### src/rtl/ctrl_pkg.sv
// ctrl_pkg
// Shared definitions for the multi-cycle control unit: the FSM state
// enumeration (its numeric values are what state_o shows on the debug port),
// the instruction-class enumeration produced by ctrl_decode, the opcode
// constants, and the alu_op / wb_sel / imm_sel output encodings.
package ctrl_pkg;

    typedef enum logic [3:0] {
        FETCH  = 4'd0,
        DECODE = 4'd1,
        EXEC_R = 4'd2,
        EXEC_I = 4'd3,
        ADDR   = 4'd4,
        MEM_RD = 4'd5,
        WB_LD  = 4'd6,
        MEM_WR = 4'd7,
        BRANCH = 4'd8,
        LUI    = 4'd9,
        WB_ALU = 4'd10,
        HALT   = 4'd11
    } state_e;

    // Instruction class as seen by the FSM dispatch.
    typedef enum logic [2:0] {
        CLS_R     = 3'd0,
        CLS_I     = 3'd1,
        CLS_LOAD  = 3'd2,
        CLS_STORE = 3'd3,
        CLS_BEQ   = 3'd4,
        CLS_BNE   = 3'd5,
        CLS_LUI   = 3'd6,
        CLS_BAD   = 3'd7
    } op_class_e;

    localparam logic [6:0] OPC_R     = 7'b0110011;
    localparam logic [6:0] OPC_I     = 7'b0010011;
    localparam logic [6:0] OPC_LOAD  = 7'b0000011;
    localparam logic [6:0] OPC_STORE = 7'b0100011;
    localparam logic [6:0] OPC_BEQ   = 7'b1100011;
    localparam logic [6:0] OPC_BNE   = 7'b1100111;
    localparam logic [6:0] OPC_LUI   = 7'b0110111;

    localparam logic [6:0] FUNCT7_SUB = 7'b0100000;

    localparam logic [2:0] ALU_ADD = 3'b000;
    localparam logic [2:0] ALU_SUB = 3'b001;
    localparam logic [2:0] ALU_AND = 3'b010;
    localparam logic [2:0] ALU_OR  = 3'b011;
    localparam logic [2:0] ALU_SLT = 3'b100;

    localparam logic [1:0] WBSEL_ALU = 2'b00;
    localparam logic [1:0] WBSEL_MEM = 2'b01;
    localparam logic [1:0] WBSEL_IMM = 2'b10;

    localparam logic [1:0] IMM_I = 2'b00;
    localparam logic [1:0] IMM_S = 2'b01;
    localparam logic [1:0] IMM_B = 2'b10;
    localparam logic [1:0] IMM_U = 2'b11;

endpackage

### src/rtl/ctrl_decode.sv
// ctrl_decode
// Purely combinational opcode / funct decode for the control unit.
// Ports:
//   opcode_i    [6:0]  instruction opcode field
//   funct3_i    [2:0]  instruction funct3 field
//   funct7_i    [6:0]  instruction funct7 field
//   op_class_o         instruction class used by the FSM dispatch
//   r_alu_op_o  [2:0]  ALU operation for an R-type instruction
//   r_legal_o          funct3 is one of the supported R-type operations
module ctrl_decode
    import ctrl_pkg::*;
(
    input  logic [6:0] opcode_i,
    input  logic [2:0] funct3_i,
    input  logic [6:0] funct7_i,
    output op_class_e  op_class_o,
    output logic [2:0] r_alu_op_o,
    output logic       r_legal_o
);

    // Map the opcode onto an instruction class; anything unknown is CLS_BAD.
    always_comb begin
        op_class_o = CLS_BAD;
        case (opcode_i)
            OPC_R:     op_class_o = CLS_R;
            OPC_I:     op_class_o = CLS_I;
            OPC_LOAD:  op_class_o = CLS_LOAD;
            OPC_STORE: op_class_o = CLS_STORE;
            OPC_BEQ:   op_class_o = CLS_BEQ;
            OPC_BNE:   op_class_o = CLS_BNE;
            OPC_LUI:   op_class_o = CLS_LUI;
            default:   op_class_o = CLS_BAD;
        endcase
    end

    // R-type ALU selection; funct7 only matters to split add from sub.
    always_comb begin
        r_alu_op_o = ALU_ADD;
        r_legal_o  = 1'b1;
        case (funct3_i)
            3'b000:  r_alu_op_o = (funct7_i == FUNCT7_SUB) ? ALU_SUB : ALU_ADD;
            3'b111:  r_alu_op_o = ALU_AND;
            3'b110:  r_alu_op_o = ALU_OR;
            3'b010:  r_alu_op_o = ALU_SLT;
            default: r_legal_o  = 1'b0;
        endcase
    end

endmodule

### src/rtl/control_unit.sv
// control_unit
// Multi-cycle Moore control FSM with a data-memory wait counter.
// Parameter MEM_WAIT (1..7): cycles each data-memory access is held.
// Ports:
//   clk, reset_n            clock, asynchronous active-low reset
//   opcode, funct3, funct7  instruction fields (sampled in DECODE/EXEC_R/ADDR)
//   zero                    ALU zero flag, used in BRANCH
//   pc_write, ir_write      PC and instruction-register load enables
//   mem_read, mem_write     data-memory strobes
//   reg_write               register-file write enable
//   alu_src_a, alu_src_b    ALU operand selects
//   alu_op, wb_sel, imm_sel ALU operation, write-back and immediate selects
//   state_o                 current state for debug
//   illegal                 sticky unsupported-instruction flag
module control_unit
    import ctrl_pkg::*;
#(
    parameter int unsigned MEM_WAIT = 2
)
(
    input  logic       clk,
    input  logic       reset_n,
    input  logic [6:0] opcode,
    input  logic [2:0] funct3,
    input  logic [6:0] funct7,
    input  logic       zero,
    output logic       pc_write,
    output logic       ir_write,
    output logic       mem_read,
    output logic       mem_write,
    output logic       reg_write,
    output logic       alu_src_a,
    output logic [1:0] alu_src_b,
    output logic [2:0] alu_op,
    output logic [1:0] wb_sel,
    output logic [1:0] imm_sel,
    output logic [3:0] state_o,
    output logic       illegal
);

    localparam logic [2:0] WAIT_LOAD = 3'(MEM_WAIT - 1);

    state_e     state_q, state_d;
    logic [2:0] wait_q, wait_d;
    logic       illegal_q, illegal_d;
    logic       is_bne_q, is_bne_d;

    op_class_e  op_class;
    logic [2:0] r_alu_op;
    logic       r_legal;

    ctrl_decode u_decode (
        .opcode_i   (opcode),
        .funct3_i   (funct3),
        .funct7_i   (funct7),
        .op_class_o (op_class),
        .r_alu_op_o (r_alu_op),
        .r_legal_o  (r_legal)
    );

    // State, wait counter, sticky illegal flag and the branch flavour.
    // The branch flavour is captured in DECODE because opcode is not
    // allowed to influence anything once the FSM has reached BRANCH.
    always_ff @(posedge clk or negedge reset_n) begin
        if (!reset_n) begin
            state_q   <= FETCH;
            wait_q    <= 3'd0;
            illegal_q <= 1'b0;
            is_bne_q  <= 1'b0;
        end else begin
            state_q   <= state_d;
            wait_q    <= wait_d;
            illegal_q <= illegal_d;
            is_bne_q  <= is_bne_d;
        end
    end

    // Next-state and outputs. Every output defaults to 0 so each state only
    // names what it drives. While reset_n is low everything is forced to 0,
    // which also drops a memory strobe the instant reset arrives.
    always_comb begin
        state_d   = state_q;
        wait_d    = wait_q;
        illegal_d = illegal_q;
        is_bne_d  = is_bne_q;
        pc_write  = 1'b0;
        ir_write  = 1'b0;
        mem_read  = 1'b0;
        mem_write = 1'b0;
        reg_write = 1'b0;
        alu_src_a = 1'b0;
        alu_src_b = 2'b00;
        alu_op    = ALU_ADD;
        wb_sel    = WBSEL_ALU;
        imm_sel   = IMM_I;

        case (state_q)
            FETCH: begin
                ir_write  = 1'b1;
                pc_write  = 1'b1;
                alu_src_b = 2'b01;
                state_d   = DECODE;
            end
            DECODE: begin
                is_bne_d = (op_class == CLS_BNE);
                case (op_class)
                    CLS_R:              state_d = EXEC_R;
                    CLS_I:              state_d = EXEC_I;
                    CLS_LOAD, CLS_STORE: state_d = ADDR;
                    CLS_BEQ, CLS_BNE:   state_d = BRANCH;
                    CLS_LUI:            state_d = LUI;
                    default: begin
                        state_d   = HALT;
                        illegal_d = 1'b1;
                    end
                endcase
            end
            EXEC_R: begin
                if (r_legal) begin
                    alu_op  = r_alu_op;
                    state_d = WB_ALU;
                end else begin
                    state_d   = HALT;
                    illegal_d = 1'b1;
                end
            end
            EXEC_I: begin
                alu_src_a = 1'b1;
                alu_src_b = 2'b10;
                state_d   = WB_ALU;
            end
            WB_ALU: begin
                reg_write = 1'b1;
                state_d   = FETCH;
            end
            ADDR: begin
                alu_src_a = 1'b1;
                alu_src_b = 2'b10;
                wait_d    = WAIT_LOAD;
                if (op_class == CLS_STORE) begin
                    imm_sel = IMM_S;
                    state_d = MEM_WR;
                end else begin
                    state_d = MEM_RD;
                end
            end
            MEM_RD: begin
                mem_read = 1'b1;
                if (wait_q == 3'd0) state_d = WB_LD;
                else                wait_d  = wait_q - 3'd1;
            end
            WB_LD: begin
                reg_write = 1'b1;
                wb_sel    = WBSEL_MEM;
                state_d   = FETCH;
            end
            MEM_WR: begin
                mem_write = 1'b1;
                if (wait_q == 3'd0) state_d = FETCH;
                else                wait_d  = wait_q - 3'd1;
            end
            BRANCH: begin
                alu_src_a = 1'b1;
                alu_op    = ALU_SUB;
                imm_sel   = IMM_B;
                pc_write  = is_bne_q ? ~zero : zero;
                state_d   = FETCH;
            end
            LUI: begin
                imm_sel   = IMM_U;
                reg_write = 1'b1;
                wb_sel    = WBSEL_IMM;
                state_d   = FETCH;
            end
            HALT: state_d = HALT;
            default: state_d = FETCH;
        endcase

        if (!reset_n) begin
            pc_write  = 1'b0;
            ir_write  = 1'b0;
            mem_read  = 1'b0;
            mem_write = 1'b0;
            reg_write = 1'b0;
            alu_src_a = 1'b0;
            alu_src_b = 2'b00;
            alu_op    = ALU_ADD;
            wb_sel    = WBSEL_ALU;
            imm_sel   = IMM_I;
        end
    end

    assign state_o = state_q;
    assign illegal = illegal_q;

endmodule

### config.mk
export PLATFORM = sky130hd
export DESIGN_NAME = control_unit
export DESIGN_NICKNAME = d
export VERILOG_FILES = /design/src/rtl/ctrl_pkg.sv /design/src/rtl/ctrl_decode.sv /design/src/rtl/control_unit.sv
export SDC_FILE = /design/constraint.sdc
export NUM_CORES = 1
export LEC_CHECK = 0
export ABC_AREA = 1
export BUFFER_PORTS_ARGS = -buffer_cell sky130_fd_sc_hd__clkbuf_2
export CAP_MARGIN = 20
export CELL_PAD_IN_SITES_DETAIL_PLACEMENT = 2
export CELL_PAD_IN_SITES_GLOBAL_PLACEMENT = 2
export CORE_MARGIN = 2
export CORE_UTILIZATION = 19
export CTS_CLUSTER_SIZE = 28
export DETAILED_ROUTE_END_ITERATION = 12
export MAX_ROUTING_LAYER = met4
export PLACE_DENSITY_LB_ADDON = 0.1
export SLEW_MARGIN = 25
export SYNTH_ARGS = -nofsm -noshare
export SYNTH_HDL_FRONTEND = slang
export SYNTH_SLANG_ARGS = --single-unit
### constraint.sdc
create_clock -name clk -period 1.21 [get_ports clk]
set_clock_uncertainty 0.05 [all_clocks]
set_input_delay 0.242 -clock clk [delete_from_list [all_inputs] [get_ports clk]]
set_output_delay 0.242 -clock clk [all_outputs]
set_load 0.01 [all_outputs]
==> results.txt, run 1 <==
The flow ran to the end, but the final reports show violations. For the sequential fraction of the synthesis area, the log shows 0.280. The maximum net fanout on the critical path came out at 5.

The number of antenna repair diodes was 0; the placed cell count was 259. Static timing analysis puts the maximum clock frequency at 0.550 GHz. VDD sags by at most 675 µV. Max-cap violations in this run came to 0.

The number of hold-slack violations in the final timing report came out at 0. The logs give 0.374 for the fraction of met2 tracks used by global routing and 33 for the starting DRC count in detailed routing. For this design the static power due to leakage is 1.01 nW. The netlist uses 25 different library cells. The number of ports placed on the die boundary is 40, and the relative area change from synthesis to final layout is 136%. The logs give 9 for the clock sink count and 5780 µm for the total wire length after detailed routing. The die is 69.0 µm tall. The later pin in the worst-skew pair is clocked with a latency of 260 ps.

The smallest clock period supported by the final layout is computed as 1820 ps. The total overflow reported by the global router was 0; the max-slew headroom at the worst pin was 0.626. The global routing usage on met3 is 0.0307, and the cell area after technology mapping is 803 µm². Kind of start point of the critical path: a register. The floorplan step defined a core boundary enclosing 4030 µm². The count of pins over their slew limit is 0. Post-route core utilization: 0.470. Ranked by total cell area, the synthesized netlist is headed by sky130_fd_sc_hd__dfrtp_1, sky130_fd_sc_hd__nand2_1, sky130_fd_sc_hd__inv_1. The clock passes through at most 2 buffers. The floorplan step defined a die boundary enclosing 4760 µm². Setup repair after global routing could not meet its margin everywhere. The number of buffers added by the clock tree synthesis step came out at 3. The count of synthesis-stage warnings from yosys is 0. The path class of the lowest-slack min-delay path is input pin to register. Number of search-and-repair iterations in the first detailed-routing pass: 4. The critical path endpoint category was an output pin.

Register clock-pin slew on the reported worst setup and hold paths: 60 ps. The met1 routing resource usage after global routing is 0.214, and the mean post-synth cell area is 6.09 µm². Across all layers, the routed design uses 1317 vias. STA puts the critical path data required time at 920 ps. The tools report the final estimated routing congestion in global placement as 0.793. The post-synthesis async set-or-reset flop share is 1.00. Initial cell density of the core: 0.199. TritonCTS built the clock tree. The share of the clock period used by the worst path after layout was 1.50. The half-perimeter wire length after detailed placement came out at 3090 µm. The maximum level of the CTS H-tree is 1, and the via count of the first global-routing pass is 1439.

The fraction of layout cells with a size suffix above 1 was 0.654. The first global-routing pass estimated 7250 µm of wire. Synthesis inferred 9 register bits. Power spread over the standard cell area amounts to 1710 nW/µm².

Measured along the x axis, the die boundary spans 69.0 µm. For this run, the leading register cell type out of synthesis is sky130_fd_sc_hd__dfrtp_1. Number of vias per cell: 4.59. The quantity of I/O buffers inserted on ports was 39. The root buffer cell was sky130_fd_sc_hd__clkbuf_8. Sorting the synthesized cells by how often they occur yields sky130_fd_sc_hd__nand2_1, sky130_fd_sc_hd__inv_1, sky130_fd_sc_hd__nor2_1. The tools report the slack of the critical path as -609 ps.

The initial antenna violation count was 0. The number of placement rows is 23, and the post-layout net count is 260. Worst path arrival time: 1530 ps.

Entering global routing, the biggest net connects 8 pins. The share of the synthesized area in the top cell type is 0.280. Most frequent cell after synthesis: sky130_fd_sc_hd__nand2_1. Total power for the finished layout comes to 3.24 mW. Slew at the pin closest to its max-slew limit: 555 ps. The most crowded layer after global routing was met2.

The critical path is of the register to output pin type. For the overall global routing resource usage, the log shows 0.203. When the netlist entered floorplanning its net count stood at 154. Counting every instance in the synthesized netlist gives 132. The number of synthesized flops with an enable pin came out at 0.

The count of nets left with antenna violations once routing finished came out at 0. The tools report the final setup violation count as 28. The run gives 477 as the count of fill cells added during filler insertion. In the routed design, unresolved DRC markers number 0. The run gives 287 as the count of placed standard cells in the final layout, fillers left out. Of all cell types, the one taking the most synthesized area is sky130_fd_sc_hd__dfrtp_1. The checks that failed: setup timing. Dividing the detail-routed wire length by the instance count gives 20.1 µm.
-- stage by stage --
stage               setup TNS [ps]  worst slack, ps  area (µm²)  hold slack [ps]
floorplan                    -1050             -172         883             -104
global placement             -3770             -281        1430              129
detailed placement           -4540             -324        1430              131
CTS                          -9380             -510        1720              357
global route                -13470             -655        1890              424
finish                      -11900             -609        1890              415
-- flip-flops by register name, summed over array words and instances (netlist names) --
signal / flops
state_o: 4
wait_q: 3
illegal: 1
is_bne_q: 1
-- what timing repair did --
action	CTS	global route
gates resized for setup	37	39
hold buffers	2	0
endpoints found under the setup margin	27	28
pin swaps	17	11
buffers inserted	14	14
hold endpoints to repair	9	0
-- cells by family (layout without fill, tap and decap cells) --
group	Yosys count	in the layout	share of synthesized area
fa+ha+maj	2	2	0.0311
simple gates	73	73	0.397
compound gates	19	19	0.140
xor+xnor	1	1	0.0109
buf+inv	28	133	0.140
flops	9	9	0.280
-- path summary, 6_finish.rpt --
path | from | endpoint | slack, ps | cells past startpoint
max | state_o[1]$_DFFE_PN0P_ | alu_op[0] | -610 | 6
max in group asynchronous | reset_n | state_o[3]$_DFFE_PN0P_ | 490 | 3
min in group asynchronous | reset_n | state_o[0]$_DFFE_PN0P_ | 450 | 3
min reg2reg | illegal$_DFFE_PN0P_ | illegal$_DFFE_PN0P_ | 470 | 2
max reg2reg | state_o[0]$_DFFE_PN0P_ | state_o[1]$_DFFE_PN0P_ | -500 | 9
min | opcode[3] | is_bne_q$_DFFE_PN0P_ | 410 | 5
-- worst max-delay path: stages (launching register included) --
cell	delay [ps]
sky130_fd_sc_hd__dfrtp_2	460
sky130_fd_sc_hd__nor2_4	140
sky130_fd_sc_hd__inv_2	80
sky130_fd_sc_hd__nor2_2	200
sky130_fd_sc_hd__inv_2	90
sky130_fd_sc_hd__o22ai_2	140
sky130_fd_sc_hd__clkbuf_2	150
-- area by class of cell --
type,instances,area [µm²],area share
flip-flops and latches,9,229,0.121
repair buffers,103,782,0.413
clock buffers,4,45.0,0.0238
inverters,26,97.6,0.0515
well taps,50,62.6,0.0330
multi-input cells,95,678,0.358
-- power by group --
part | switching, mW | internal (mW)
clock network | 0.199 | 0.235
logic | 1.12 | 1.17
registers | 0.147 | 0.374
total | 1.46 | 1.78
-- layout by cell type (no fill, tap or decap), types with 4 or more instances in the layout --
master,count
sky130_fd_sc_hd__a21oi_2,5
sky130_fd_sc_hd__buf_2,8
sky130_fd_sc_hd__buf_4,40
sky130_fd_sc_hd__buf_6,25
sky130_fd_sc_hd__clkbuf_2,28
sky130_fd_sc_hd__dfrtp_1,6
sky130_fd_sc_hd__inv_1,18
sky130_fd_sc_hd__inv_2,8
sky130_fd_sc_hd__nand2_1,19
sky130_fd_sc_hd__nand2_2,7
sky130_fd_sc_hd__nand3_1,4
sky130_fd_sc_hd__nor2_1,13
sky130_fd_sc_hd__nor2_2,4
sky130_fd_sc_hd__nor2_4,7
sky130_fd_sc_hd__nor3_1,4
-- layer usage --
metal  vias to the layer above  part of all wire  routed length, µm
met1                       644              0.39               2280
met4                         0             0.016                 92
met3                         7             0.020                117
li1                        633                 -                  -
met5                         -                 0                  0
met2                        33              0.57               3290
No activity file was read; power rests on OpenSTA's default activity.
==> run 2, diff against run 1 <==
- CELL_PAD_IN_SITES_DETAIL_PLACEMENT: 2 -> 0
- CELL_PAD_IN_SITES_GLOBAL_PLACEMENT: 2 -> 1
- CORE_UTILIZATION: 19 -> 26
==> results.txt, run 2 (same netlist as run 1, synthesis figures left out) <==
The flow ran to the end, but the final reports show violations. The checks that failed: setup timing. The setup path with the least slack is of type register to output pin. For this block, wires on met1 add up to 1150 µm.

The final critical delay including setup and external delays is 1730 ps, and the overall global routing resource usage is 0.166. The number of hold-slack violations in the final timing report was 0. Setup repair after global routing could not meet its margin everywhere. The die is 59.6 µm tall. The total length of routed met2 wires was 1510 µm. After floorplanning, the core was divided into 20 placement rows. The highest layer touched by signal routing is met4. Across the VDD grid, the largest voltage drop is 634 µV. After clock tree synthesis, the clock-pin slew on the worst setup and hold paths is 70 ps. The final setup violation count is 27.

Total wire length after detailed routing: 2790 µm. After routing, the total negative slack on setup checks comes to -8380 ps. The logs give 270 ps for the later-pin clock latency in the skew report and 4 for the number of search-and-repair iterations in the first detailed-routing pass.

Counting the fill cells in the layout gives 313. Cell internal power was estimated by the tool at 1.38 mW. Port buffering added 39 buffers. After floorplanning, the core was sized to cover 3000 µm². From left edge to right edge, the die measures 59.6 µm.

The congestion estimate from routability-driven global placement came to 0.792. Global routing finished with a remaining overflow of 0. The switching share of power is 0.434, and the post-layout net count is 241. The maximum buffer depth of the clock tree was 2. The tools report the via count of the first global-routing pass as 1055. Total die area: 3550 µm². The min-delay analysis places its worst path in the category input pin to register. After detailed routing, the average wire length per cell comes to 11.1 µm. The first global-routing pass estimated 4370 µm of wire. The most common cell after layout, fill and taps aside was sky130_fd_sc_hd__buf_4. The worst path arrival time was 1430 ps.

In the final layout, flip-flops and latches occupy 230 µm². The share of the clock period used by the worst path after layout is 1.43, and the sequential group share of total power is 0.200. For this block, the initial DRC count from the detailed router was 18.

The maximum level of the CTS H-tree was 1; the combined area of the multi-input logic cells was 612 µm². The worst setup path is launched from a register. The top cell types in the final layout, fill and taps aside, are sky130_fd_sc_hd__buf_4, sky130_fd_sc_hd__clkbuf_2, sky130_fd_sc_hd__nand2_1. The flip-flop count of the largest register, all copies and words added was 4; the maximum net fanout on the critical path was 5. The detailed-route via count came out at 1148. TritonCTS built the clock tree. In this run, CTS created clock tree buffers numbering 3. Static timing analysis puts the maximum clock frequency at 0.580 GHz. The tools report the share of total power in the clock network as 0.101. The initial antenna violation count was 0; the largest net degree at the start of global routing was 10.

Summed over all nets, wire length on met3 after detailed routing comes to 101 µm. After legalization and detailed placement, the total HPWL measured 2200 µm. The analysis attributes to net switching a power of 1.06 mW. The clock drives 9 sinks.

For the remaining design rule violation count, the log shows 0. The cell sitting at the root of the clock tree is a sky130_fd_sc_hd__clkbuf_4. The completed layout was analyzed and its total power is 2.43 mW. Dividing total power by cell area gives a power density of 1530 nW/µm². The relative area change from synthesis to final layout is 98.3%. 40 I/O pins were placed. For the count of pins over their slew limit, the log shows 0.

The fraction of layout cells with a size suffix above 1 works out to 0.592. Max-slew headroom at the worst pin: 0.818. The run gives 920 ps as the required time of the critical path. Critical path endpoint category: an output pin. The slew at the pin closest to its max-slew limit came out at 271 ps. The run gives 0 as the final antenna-violating net count. The total of max-cap violations came out at 0. The slack of the critical path is -515 ps, and the cell leakage power is 0.851 nW. Dividing the detail-routed via count by the number of cells gives 4.57. The repair_antennas step left the layout with diodes totalling 0. The tools report the power share of the combinational group as 0.698. The run gives 0.267 as the initial cell density of the core.
run 2: cell count changes in the layout (fill, tap and decap cells not counted), moves of 2 or more:
cell and delta:
sky130_fd_sc_hd__buf_2 +2, sky130_fd_sc_hd__buf_4 -2, sky130_fd_sc_hd__buf_6 -19, sky130_fd_sc_hd__clkbuf_4 +3, sky130_fd_sc_hd__clkbuf_8 -3, sky130_fd_sc_hd__nand2_1 +2
sky130_fd_sc_hd__nand2_4 -3, sky130_fd_sc_hd__nand3_1 +2, sky130_fd_sc_hd__nand3_4 -2
run 2: worst paths after layout:
check	cells past startpoint	end	startpoint	slack, ps
worst max register to register	10	state_o[1]$_DFFE_PN0P_	state_o[0]$_DFFE_PN0P_	-200
worst min register to register	2	illegal$_DFFE_PN0P_	illegal$_DFFE_PN0P_	430
worst min-delay path	3	state_o[3]$_DFFE_PN0P_	opcode[6]	260
min in group asynchronous	4	is_bne_q$_DFFE_PN0P_	reset_n	500
max in group asynchronous	4	state_o[2]$_DFFE_PN0P_	reset_n	450
worst max-delay path	6	imm_sel[0]	state_o[1]$_DFFE_PN0P_	-520
run 2: area by class of cell:
cell class | count | area share
Timing Repair Buffer | 84 | 0.366
Multi-Input combinational cell | 95 | 0.384
Tap cell | 33 | 0.0259
Inverter | 26 | 0.0628
Clock buffer | 4 | 0.0165
Sequential cell | 9 | 0.145
run 2: through the flow:
stage / util / instance area, µm² / hold slack (ps) / instances / setup slack, ps
2_1_floorplan: - / 883 / -104 / 132 / -172
3_3_place_gp: 0.457 / 1370 / 225 / 236 / -298
3_5_place_dp: 0.457 / 1370 / 232 / 236 / -292
4_1_cts: 0.503 / 1510 / 261 / 245 / -535
5_1_grt: 0.530 / 1590 / 308 / 251 / -567
6_report: 0.530 / 1590 / 260 / 251 / -515
run 2: timing repair:
action,4_1_cts,5_1_grt
endpoints found under the setup margin,27,27
pin swaps,5,3
gates cloned,0,0
gates resized for setup,21,22
endpoints found under the hold margin,9,0
setup buffers,4,6
hold buffers,1,0
run 2: power by group through the flow:
stage	clock [mW]	combinational, mW	sequential (mW)
floorplan	0	0.667	0.513
global placement	0	1.29	0.477
detailed placement	0	1.29	0.483
CTS	0.251	1.50	0.488
global route	0.260	1.85	0.496
finish	0.247	1.70	0.488
run 2: worst max-delay path, stage by stage (launching register included):
cell                      delay, ps
sky130_fd_sc_hd__dfrtp_2        450
sky130_fd_sc_hd__nor2_4         130
sky130_fd_sc_hd__inv_2           70
sky130_fd_sc_hd__nor2_4         150
sky130_fd_sc_hd__nand3_2        100
sky130_fd_sc_hd__a21oi_2        130
sky130_fd_sc_hd__buf_2          140
run 2: metal layers:
layer	up-vias	track usage
met5	-	-
met4	0	0.0571
met3	4	0.0153
met2	24	0.317
met1	524	0.176
li1	596	-
==> run 3, diff against run 2 <==
- CORE_UTILIZATION: 26 -> 30
- clock period: 1.21 -> 2.04 ns (I/O delays scaled with it)
==> results.txt, run 3 (same netlist as run 1, synthesis figures left out) <==
After floorplanning, the core was divided into 18 placement rows. The repair_antennas step left the layout with diodes totalling 0. The total wire length after detailed routing was 2280 µm. The wire length of the first global-routing pass was 3820 µm; the sequential group share of total power was 0.309. After detailed routing, the average wire length per cell comes to 11.0 µm. Summed over all nets, the half-perimeter wirelength after detailed placement is 1880 µm. The final antenna-violating net count is 0. Counting the buffers created by CTS gives 3. VDD sags by at most 457 µV. Prior to clock tree synthesis, the placed netlist has a worst setup slack of 241 ps.

The initial cell density of the core was 0.321. TritonCTS built the clock tree. The post-route core utilization is 0.450, and the switching share of power is 0.486.

The run gives 0.141 as the share of total power in the clock network. The tools report the detailed-route via count as 982. The maximum level of the CTS H-tree is 1, and the relative area change from synthesis to final layout is 40.0%.

The power per unit of standard cell area was 870 nW/µm². The quantity of I/O buffers inserted on ports works out to 39. The register clock-pin slew on the reported worst setup and hold paths is 60 ps, and the share of the clock period used by the worst path after layout is 0.953.

Leaving out fill and tap cells, the most frequent cell in the layout is sky130_fd_sc_hd__clkbuf_2. At the end of the flow, the number of nets in the layout was 201. The first detailed-routing pass took 4 iterations. The internal portion of the total power is 0.503 mW. Setup violations remaining at the end of the flow were counted as 0.

The clock reaches the later pin of the worst-skew pair after 260 ps. Global routing finished with a remaining overflow of 0. The floorplan step set the die width to 55.7 µm. The critical path is of the register to output pin type. The area of the core is 2500 µm².

The root buffer cell chosen for the clock tree is sky130_fd_sc_hd__clkbuf_4. In the routed design, unresolved DRC markers number 0. The analysis attributes to cell leakage a power of 0.630 nW.

The routed design could run at a clock period as short as 1940 ps. The starting DRC count in detailed routing is 16. In the layout the commonest cells are sky130_fd_sc_hd__clkbuf_2, sky130_fd_sc_hd__nand2_1, sky130_fd_sc_hd__inv_1.

Counting cells, the worst reg-to-reg path comes to 8. Setup repair after global routing could not meet its margin everywhere. The run finished with clean final reports. The worst setup path is launched from a register. The die covers 3110 µm². The worst flop-to-flop path startpoint was wait_q[0]$_DFFE_PN0P_. For the power share of the combinational group, the log shows 0.551. The overall global routing resource usage is 0.157, and the fraction of layout cells with a size suffix above 1 is 0.331. The number of ports placed on the die boundary is 40.

Hold is met by 66.7 ps. The required time of the critical path is 1580 ps, and the number of vias per cell is 4.72. The worst path arrival time is 1490 ps. The setup check on the worst reg-to-reg path leaves a slack of 620 ps. The slew at the pin closest to its max-slew limit was 324 ps.

The path class of the lowest-slack min-delay path was input pin to async pin. The worst setup path is captured at an output pin. For the final estimated routing congestion in global placement, the log shows 0.814. The initial antenna violation count was 0; the number of hold-slack violations in the final timing report was 0. For the count of pins over their slew limit, the log shows 0.

The run gives 893 as the via count of the first global-routing pass. For the power dissipated by switching net loads, the log shows 0.476 mW. The endpoint identified for the worst register-to-register timing path is wait_q[2]$_DFFE_PN0P_. The flip-flop count of the largest register, all copies and words added was 4; the largest net degree at the start of global routing was 11. Slack of the critical path: 95.7 ps. The maximum buffer depth of the clock tree was 2.

The chip height works out to 55.7 µm. The max-slew headroom at the worst pin came out at 0.782. Max-cap violations in this run came to 0.

In this run the worst path has a maximum fanout of 7. For this run, the top clock speed supported by timing is 0.514 GHz. The clock sink count is 9.
## run 3: changes by cell type in the layout (fill, tap and decap cells not counted), moves of 6 or more
cell and change:
sky130_fd_sc_hd__buf_2 -9, sky130_fd_sc_hd__buf_4 -34, sky130_fd_sc_hd__nand2_2 -8, sky130_fd_sc_hd__inv_1 +7, sky130_fd_sc_hd__buf_6 -6, sky130_fd_sc_hd__nand2_1 +8, sky130_fd_sc_hd__clkbuf_2 +11, sky130_fd_sc_hd__inv_2 -6
## run 3: per-stage QoR
stage	setup TNS (ps)	area [µm²]	power, mW	std cells
6_report	0	1120	0.978	208
5_1_grt	-117	1120	1.08	208
4_1_cts	-2.06	1080	0.933	206
3_5_place_dp	0	1040	0.782	201
3_3_place_gp	0	1040	0.781	201
2_1_floorplan	0	803	0.612	132
## run 3: layout make-up
cell class / instances / area, µm²
fill: 286 / 1380
multi-input combinational: 95 / 499
timing repair buffer: 44 / 235
sequential: 9 / 229
inverter: 26 / 97.6
tap: 30 / 37.5
clock buffer: 4 / 26.3
## run 3: timing repair
action                     CTS  global route
pin swaps                    0             1
buffers inserted             0             2
hold buffers                 1             0
setup endpoints to repair    3             6
gates resized for setup      2            11
hold endpoints to repair     1             0
## run 3: worst max-delay path by stage
stage / from / endpoint / slack [ps] / cells after the start
after floorplan: state_o[1]$_DFFE_PN0P_ / imm_sel[0] / 410 / 5
after global placement: state_o[1]$_DFFE_PN0P_ / imm_sel[0] / 280 / 6
after detailed placement: state_o[0]$_DFFE_PN0P_ / imm_sel[0] / 240 / 6
after CTS: state_o[3]$_DFFE_PN0P_ / imm_sel[0] / -2 / 6
after global routing: state_o[2]$_DFFE_PN0P_ / alu_src_a / -40 / 6
final: state_o[1]$_DFFE_PN0P_ / imm_sel[0] / 100 / 6
## run 3: power by group through the flow
stage	Clock, mW	Combinational, mW	Sequential (mW)
after detailed placement	0	0.508	0.274
after floorplan	0	0.329	0.282
final	0.138	0.539	0.302
after global placement	0	0.510	0.271
after CTS	0.143	0.515	0.276
after global routing	0.153	0.621	0.309
## run 3: critical path: stages (launching register included)
cell and delay [ps]:
sky130_fd_sc_hd__dfrtp_2 460, sky130_fd_sc_hd__nor2_4 140, sky130_fd_sc_hd__inv_1 100, sky130_fd_sc_hd__nor2_4 140
sky130_fd_sc_hd__nand3_1 110, sky130_fd_sc_hd__a21oi_2 140, sky130_fd_sc_hd__clkbuf_2 140
## run 3: metal layers
metal	wire, µm	global-route usage
met1	1040	0.195
met2	1100	0.257
met5	0	-
met4	24	0.0523
met3	112	0.0256
